File: config.mk
export PLATFORM = sky130hd
export DESIGN_NAME = ram_stream_reader_flat
export DESIGN_NICKNAME = d
export VERILOG_FILES = /design/src/rtl/ram_stream_reader_if.sv /design/src/rtl/ram_stream_reader.sv /design/src/flat_wrapper.sv
export SDC_FILE = /design/constraint.sdc
export NUM_CORES = 1
export LEC_CHECK = 0
export BUFFER_PORTS_ARGS = -buffer_cell sky130_fd_sc_hd__buf_2
export CAP_MARGIN = 5
export CORE_MARGIN = 8
export CORE_UTILIZATION = 40
export CTS_BUF_LIST = sky130_fd_sc_hd__clkbuf_2 sky130_fd_sc_hd__clkbuf_4 sky130_fd_sc_hd__clkbuf_8
export CTS_CLUSTER_DIAMETER = 200
export DETAILED_ROUTE_END_ITERATION = 16
export SLEW_MARGIN = 5
export SYNTH_ARGS = -nofsm -noshare
export SYNTH_HDL_FRONTEND = slang
export SYNTH_SLANG_ARGS = --single-unit
File: constraint.sdc
create_clock -name clk -period 3.57 [get_ports clk]
set_input_delay 0.357 -clock clk [delete_from_list [all_inputs] [get_ports clk]]
set_output_delay 0.357 -clock clk [all_outputs]
set_load 0.005 [all_outputs]
File: src/rtl/ram_stream_reader_if.sv
// Downstream word stream: valid/ready handshake carrying data
// and an end-of-transfer mark.
interface ram_stream_reader_if #(
  parameter int DW = 8
);
  logic          out_vld;
  logic          out_rdy;
  logic [DW-1:0] out_dat;
  logic          out_last;

  modport master (
    output out_vld,
    output out_dat,
    output out_last,
    input  out_rdy
  );

  modport slave (
    input  out_vld,
    input  out_dat,
    input  out_last,
    output out_rdy
  );
endinterface

File: src/rtl/ram_stream_reader.sv
// Streams a contiguous RAM address range over valid/ready, hiding
// read latency and backpressure behind an 8-deep credit FIFO.
module ram_stream_reader #(
  parameter int DW = 8,
  parameter int MD = 1024,
  parameter int AW = $clog2(MD),
  parameter bit READ_REGISTERED = 1'b1
) (
  input  logic          clk,
  input  logic          rst,
  input  logic          start,
  input  logic [AW-1:0] base,
  input  logic [AW:0]   len,
  output logic          busy,
  output logic          done,
  output logic          ram_clk_en,
  output logic          ram_rd,
  output logic [AW-1:0] ram_adr,
  input  logic [DW-1:0] ram_dat,
  ram_stream_reader_if.master dn
);
  localparam int LAT = 1 + int'(READ_REGISTERED);
  localparam logic [3:0] FD = 4'd8;
  localparam logic [AW:0] ONE = 1;
  localparam logic [AW-1:0] ATOP = AW'(MD - 1);
  localparam logic [AW-1:0] AONE = 1;

  typedef enum logic [1:0] {
    S_IDLE,
    S_READ,
    S_DRAIN,
    S_DONE
  } state_t;

  state_t         state;
  state_t         state_nxt;
  logic [AW-1:0]  adr;
  logic [AW-1:0]  adr_nxt;
  logic [AW-1:0]  adr_inc;
  logic [AW:0]    rem;
  logic [AW:0]    rem_nxt;
  logic [3:0]     credit;
  logic [3:0]     credit_nxt;
  logic           issue;
  logic           is_last;
  logic           push;
  logic           pop;
  logic           vld;
  logic [LAT-1:0] tag_v;
  logic [LAT-1:0] tag_l;
  logic [DW:0]    fifo [8];
  logic [DW:0]    head;
  logic [2:0]     wp;
  logic [2:0]     rp;
  logic [3:0]     cnt;

  assign is_last = (rem == ONE);
  assign issue = (state == S_READ)
               && (rem != '0)
               && (credit < FD);
  assign adr_inc = (adr == ATOP) ? '0 : adr + AONE;

  // read tags emerge exactly when the RAM presents their data
  assign push = tag_v[LAT-1];
  assign vld = (cnt != 4'd0);
  assign pop = vld && dn.out_rdy;
  assign credit_nxt = credit + 4'(issue) - 4'(pop);
  assign head = fifo[rp];

  always_comb begin
    state_nxt = state;
    adr_nxt = adr;
    rem_nxt = rem;
    unique case (state)
      S_IDLE: begin
        if (start) begin
          adr_nxt = base;
          rem_nxt = len;
          state_nxt = (len == '0) ? S_DONE : S_READ;
        end
      end
      S_READ: begin
        if (issue) begin
          adr_nxt = adr_inc;
          rem_nxt = rem - ONE;
          if (is_last) state_nxt = S_DRAIN;
        end
      end
      S_DRAIN: begin
        // leave as the final word is taken so done follows it directly
        if (credit_nxt == 4'd0) state_nxt = S_DONE;
      end
      S_DONE: state_nxt = S_IDLE;
      default: state_nxt = S_IDLE;
    endcase
  end

  always_ff @(posedge clk) begin
    if (rst) begin
      state <= S_IDLE;
      adr <= '0;
      rem <= '0;
      credit <= '0;
      tag_v <= '0;
      tag_l <= '0;
      wp <= '0;
      rp <= '0;
      cnt <= '0;
    end else begin
      state <= state_nxt;
      adr <= adr_nxt;
      rem <= rem_nxt;
      credit <= credit_nxt;
      tag_v <= LAT'({tag_v, issue});
      tag_l <= LAT'({tag_l, issue && is_last});
      if (push) wp <= wp + 3'd1;
      if (pop) rp <= rp + 3'd1;
      cnt <= cnt + 4'(push) - 4'(pop);
    end
  end

  always_ff @(posedge clk) begin
    if (push) fifo[wp] <= {tag_l[LAT-1], ram_dat};
  end

  assign busy = !rst && (state != S_IDLE);
  assign done = !rst && (state == S_DONE);
  assign ram_clk_en = !rst;
  assign ram_rd = !rst && issue;
  assign ram_adr = rst ? '0 : adr;

  assign dn.out_vld = !rst && vld;
  assign dn.out_dat = dn.out_vld ? head[DW-1:0] : '0;
  assign dn.out_last = dn.out_vld && head[DW];
endmodule

File: src/flat_wrapper.sv
// flat-port wrapper written by rule: the top's interface ports become plain ports
module ram_stream_reader_flat 
#(
  parameter int DW = 8,
  parameter int MD = 1024,
  parameter int AW = $clog2(MD),
  parameter bit READ_REGISTERED = 1'b1
)
  (clk, rst, start, base, len, busy, done, ram_clk_en, ram_rd, ram_adr, ram_dat, dn_out_vld, dn_out_dat, dn_out_last, dn_out_rdy);
  ram_stream_reader_if #(.DW(DW)) dn_i ();
  input  logic clk;
  input  logic rst;
  input  logic start;
  input  logic [AW-1:0] base;
  input  logic [AW:0] len;
  output logic busy;
  output logic done;
  output logic ram_clk_en;
  output logic ram_rd;
  output logic [AW-1:0] ram_adr;
  input  logic [DW-1:0] ram_dat;
  output wire logic [$bits(dn_i.out_vld)-1:0] dn_out_vld;
  output wire logic [$bits(dn_i.out_dat)-1:0] dn_out_dat;
  output wire logic [$bits(dn_i.out_last)-1:0] dn_out_last;
  input wire logic [$bits(dn_i.out_rdy)-1:0] dn_out_rdy;
  assign dn_out_vld = dn_i.out_vld;
  assign dn_out_dat = dn_i.out_dat;
  assign dn_out_last = dn_i.out_last;
  assign dn_i.out_rdy = dn_out_rdy;
  ram_stream_reader #(.DW(DW), .MD(MD), .AW(AW), .READ_REGISTERED(READ_REGISTERED)) u_core (.clk(clk), .rst(rst), .start(start), .base(base), .len(len), .busy(busy), .done(done), .ram_clk_en(ram_clk_en), .ram_rd(ram_rd), .ram_adr(ram_adr), .ram_dat(ram_dat), .dn(dn_i));
endmodule
==> impl_metrics.json <==
{
  "outcome": "finished clean",
  "hold_viol": 0,
  "post-cts-setup-buffers": 0,
  "grt_util_all_layers": 0.139,
  "dominantRegCellSynth": "edfxtp_1",
  "viasPerCell": 5.16,
  "final_util": 0.471,
  "fin_hold_ws_ns": 0.196,
  "setup_viol": 0,
  "drive_above_1_share": 0.240,
  "io_pins": 57,
  "rsz0062_at_grt": "no",
  "reg2reg_from": "u_core.cnt[2]",
  "switching_share": 0.367,
  "drc": 0,
  "crit_end": "u_core.state[1]",
  "port_buffers": 56,
  "crit_path_end_kind": "flip-flop",
  "crit_fanout": 5,
  "worst_pin_slew_ns": 1.06,
  "synth_area_um2": 5390,
  "core_um2": 13200,
  "grt_max_degree": 36,
  "r2r_end": "u_core.state[1]",
  "routed-via-count": 3571,
  "dpl_cell_area_um2": 5800,
  "post_cts_resized": 0,
  "cp_cell_sequence": "inv_1 > ha_1 > nor3b_1 > nor2b_1 > ha_1 > inv_1 > ha_1 > inv_1 > fa_1 > xor2_1 > nand3b_1 > a21oi_1 > o211ai_4 > mux2_4",
  "combPwrFrac": 0.371,
  "synth-edff-count": 72,
  "num_rows": 42,
  "synth_cell_types": 58,
  "fin_crit_sh": 0.865,
  "dp_hpwl_mm": 8.07,
  "yosysSeqAreaShare": 0.564,
  "ant_nets": 0,
  "power_leakage_nw": 2.25,
  "ys_seq_elements": 116,
  "postCtsHoldBufs": 0,
  "die_x_um": 132,
  "cp_num_cells": 14,
  "switchingPower_mw": 1.78,
  "final.min_clock_period_ns": 3.09,
  "dp_slack_ns": 0.485,
  "multiInputGateArea_um2": 2140,
  "place.gp.congestion": 0.791,
  "path_buf_inv": 3,
  "critPathKind": "flip-flop to flip-flop",
  "hp-class": "input pin to flip-flop",
  "ir_drop_v": 0.000329,
  "slew_violations": 0,
  "fin_cells": 692,
  "wirelength_mm": 11.8,
  "dieArea_um2": 17500,
  "fin_setup_tns_ns": 0,
  "antenna_found_initial": 0,
  "clkSinkCount": 116,
  "p_per_area_nw_per_um2": 781,
  "ctsLongestPathBuffers": 2,
  "finalClockSkew_ns": 0.0121,
  "drt_first_iter_violations": 101,
  "p_clk_frac": 0.256,
  "nets": 556,
  "crit_path_start": "u_core.cnt[2]",
  "gr-total-overflow": 0,
  "synth_nets": 500,
  "crit_path_max_incr_delay_ns": 0.38,
  "seq_power_share": 0.372,
  "timing.slew.headroom": 0.290,
  "seqCellArea_um2": 3040,
  "design_area_um2": 6220,
  "required_ns": 3.89,
  "setup_ws_ns": 0.482,
  "fmax_mhz": 324,
  "cts_root_buf": "clkbuf_8",
  "p_int_mw": 3.07,
  "start_util": 0.409,
  "grt_pass1_vias": 3710,
  "total_power_mw": 4.86,
  "async_reset_ff_frac": 0,
  "syn_inst": 447,
  "arrival_ns": 3.41,
  "r2r_cells": 14,
  "htreeDepth": 4,
  "cp_slowest_cell": "nor2b_1",
  "num_antenna_cells": 0,
  "fillCellCount": 1222,
  "grt_pass1_wl_mm": 19.0,
  "firstDrtPassIters": 4,
  "clk_pin_slew_worst_paths_ns": 0.07,
  "synth.avg_cell_area_um2": 12.1,
  "drv_cap": 0,
  "clock_latency_ns": 0.43,
  "die_height_um": 132,
  "startpoint_type": "flip-flop",
  "drt-wirelength-per-cell_um": 17.0,
  "tritoncts": "yes",
  "r2r_setup_slack_ns": 0.48,
  "yosysWarnings": 0,
  "placed_cells": 660,
  "cp_top_family": "adder cells",
  "area_growth_pct": 15.3,
  "numCtsBuffers": 17
}
[cells in the mapped netlist, types with 2 or more instances]
library cell | number | area (um2)
a21o_1 | 3 | 22.5
a21oi_1 | 28 | 140
a221oi_1 | 2 | 17.5
a221oi_2 | 2 | 30.0
a31oi_1 | 3 | 18.8
and2_1 | 3 | 18.8
buf_1 | 2 | 7.51
buf_2 | 4 | 20.0
buf_6 | 3 | 33.8
clkbuf_1 | 10 | 37.5
dfxtp_1 | 44 | 881
edfxtp_1 | 72 | 2160
fa_1 | 2 | 40.0
ha_1 | 18 | 225
inv_1 | 25 | 93.8
mux2i_1 | 11 | 110
mux4_2 | 18 | 405
nand2_1 | 31 | 116
nand2b_1 | 5 | 31.3
nand3_1 | 3 | 15.0
nand3b_1 | 2 | 15.0
nand4_1 | 5 | 31.3
nor2_1 | 51 | 191
nor2b_1 | 18 | 113
nor3_1 | 10 | 50.1
nor4_1 | 6 | 37.5
nor4b_1 | 2 | 17.5
o21ai_0 | 8 | 40.0
o21ai_1 | 15 | 75.1
o2bb2ai_1 | 3 | 26.3
o41ai_1 | 4 | 35.0
xnor2_1 | 4 | 35.0
xor2_1 | 5 | 43.8
[layout by cell type, fill, tap and decap left out, types with 6 or more instances in the layout]
master / synthesis / routed
clkbuf_8: 1 / 17
nand2_1: 31 / 31
edfxtp_1: 72 / 72
inv_1: 25 / 25
nor4_1: 6 / 6
nor2b_1: 18 / 18
buf_2: 4 / 56
ha_1: 18 / 18
mux4_2: 18 / 18
a21oi_1: 28 / 28
nor3_1: 10 / 8
o21ai_1: 15 / 15
dfxtp_1: 44 / 44
o21ai_0: 8 / 8
nor2_1: 51 / 51
mux2i_1: 11 / 11
[flip-flops by register name, summed over array words and instances, names as in the netlist, named ones only]
name,count
u_core.tag_l,2
u_core.rem,11
u_core.state,2
u_core.cnt,4
u_core.fifo,72
u_core.wp,3
u_core.adr,10
u_core.rp,3
u_core.credit,4
u_core.tag_v,2
[power by group through the flow]
stage	clock network [mW]	registers, mW	logic [mW]
global route	1.33	1.84	2.03
detailed placement	0	1.84	1.81
global placement	0	1.83	1.78
CTS	1.27	1.81	1.82
floorplan	0	1.76	1.50
finish	1.25	1.81	1.80
[worst reg2reg max path, stage by stage (launching register included)]
cell      delay, ns
dfxtp_1        0.31
inv_1          0.05
ha_1           0.18
nor3b_1        0.15
nor2b_1        0.38
ha_1           0.31
inv_1          0.05
ha_1           0.15
inv_1          0.05
fa_1           0.37
xor2_1         0.19
nand3b_1       0.10
a21oi_1        0.24
o211ai_4       0.13
mux2_4         0.31
[cells by family after synthesis]
logic type      count (synthesis)  share of synthesized area
flops                         116                      0.564
compound gates                 78                     0.0965
mux                            31                      0.100
buf+inv                        48                     0.0413
xor+xnor                        9                     0.0146
simple gates                  145                      0.134
fa+ha+maj                      20                     0.0492
[cell type report]
type / instances / area share
Tap cell: 176 / 0.0354
Sequential cell: 116 / 0.489
Timing Repair Buffer: 59 / 0.0487
Clock buffer: 17 / 0.0376
Clock inverter: 15 / 0.0292
Inverter: 26 / 0.0157
Multi-Input combinational cell: 283 / 0.344
[worst min path at each step]
stage	start	end	slack [ns]	cells after the start
floorplan	u_core.tag_l[0]	u_core.tag_l[1]	0.41	1
global placement	u_core.tag_v[0]	u_core.tag_v[1]	0.43	1
detailed placement	u_core.tag_v[0]	u_core.tag_v[1]	0.42	1
CTS	ram_dat[0]	u_core.fifo[0][0]	0.17	1
global route	ram_dat[0]	u_core.fifo[0][0]	0.18	1
finish	ram_dat[7]	u_core.fifo[4][7]	0.20	1
[metal layers]
layer,GRT usage,wire (um)
met4,0.0600,238
met2,0.234,5760
met3,0.0473,567
met5,0,0
met1,0.158,5220
No activity file was read; power rests on OpenSTA's default activity.
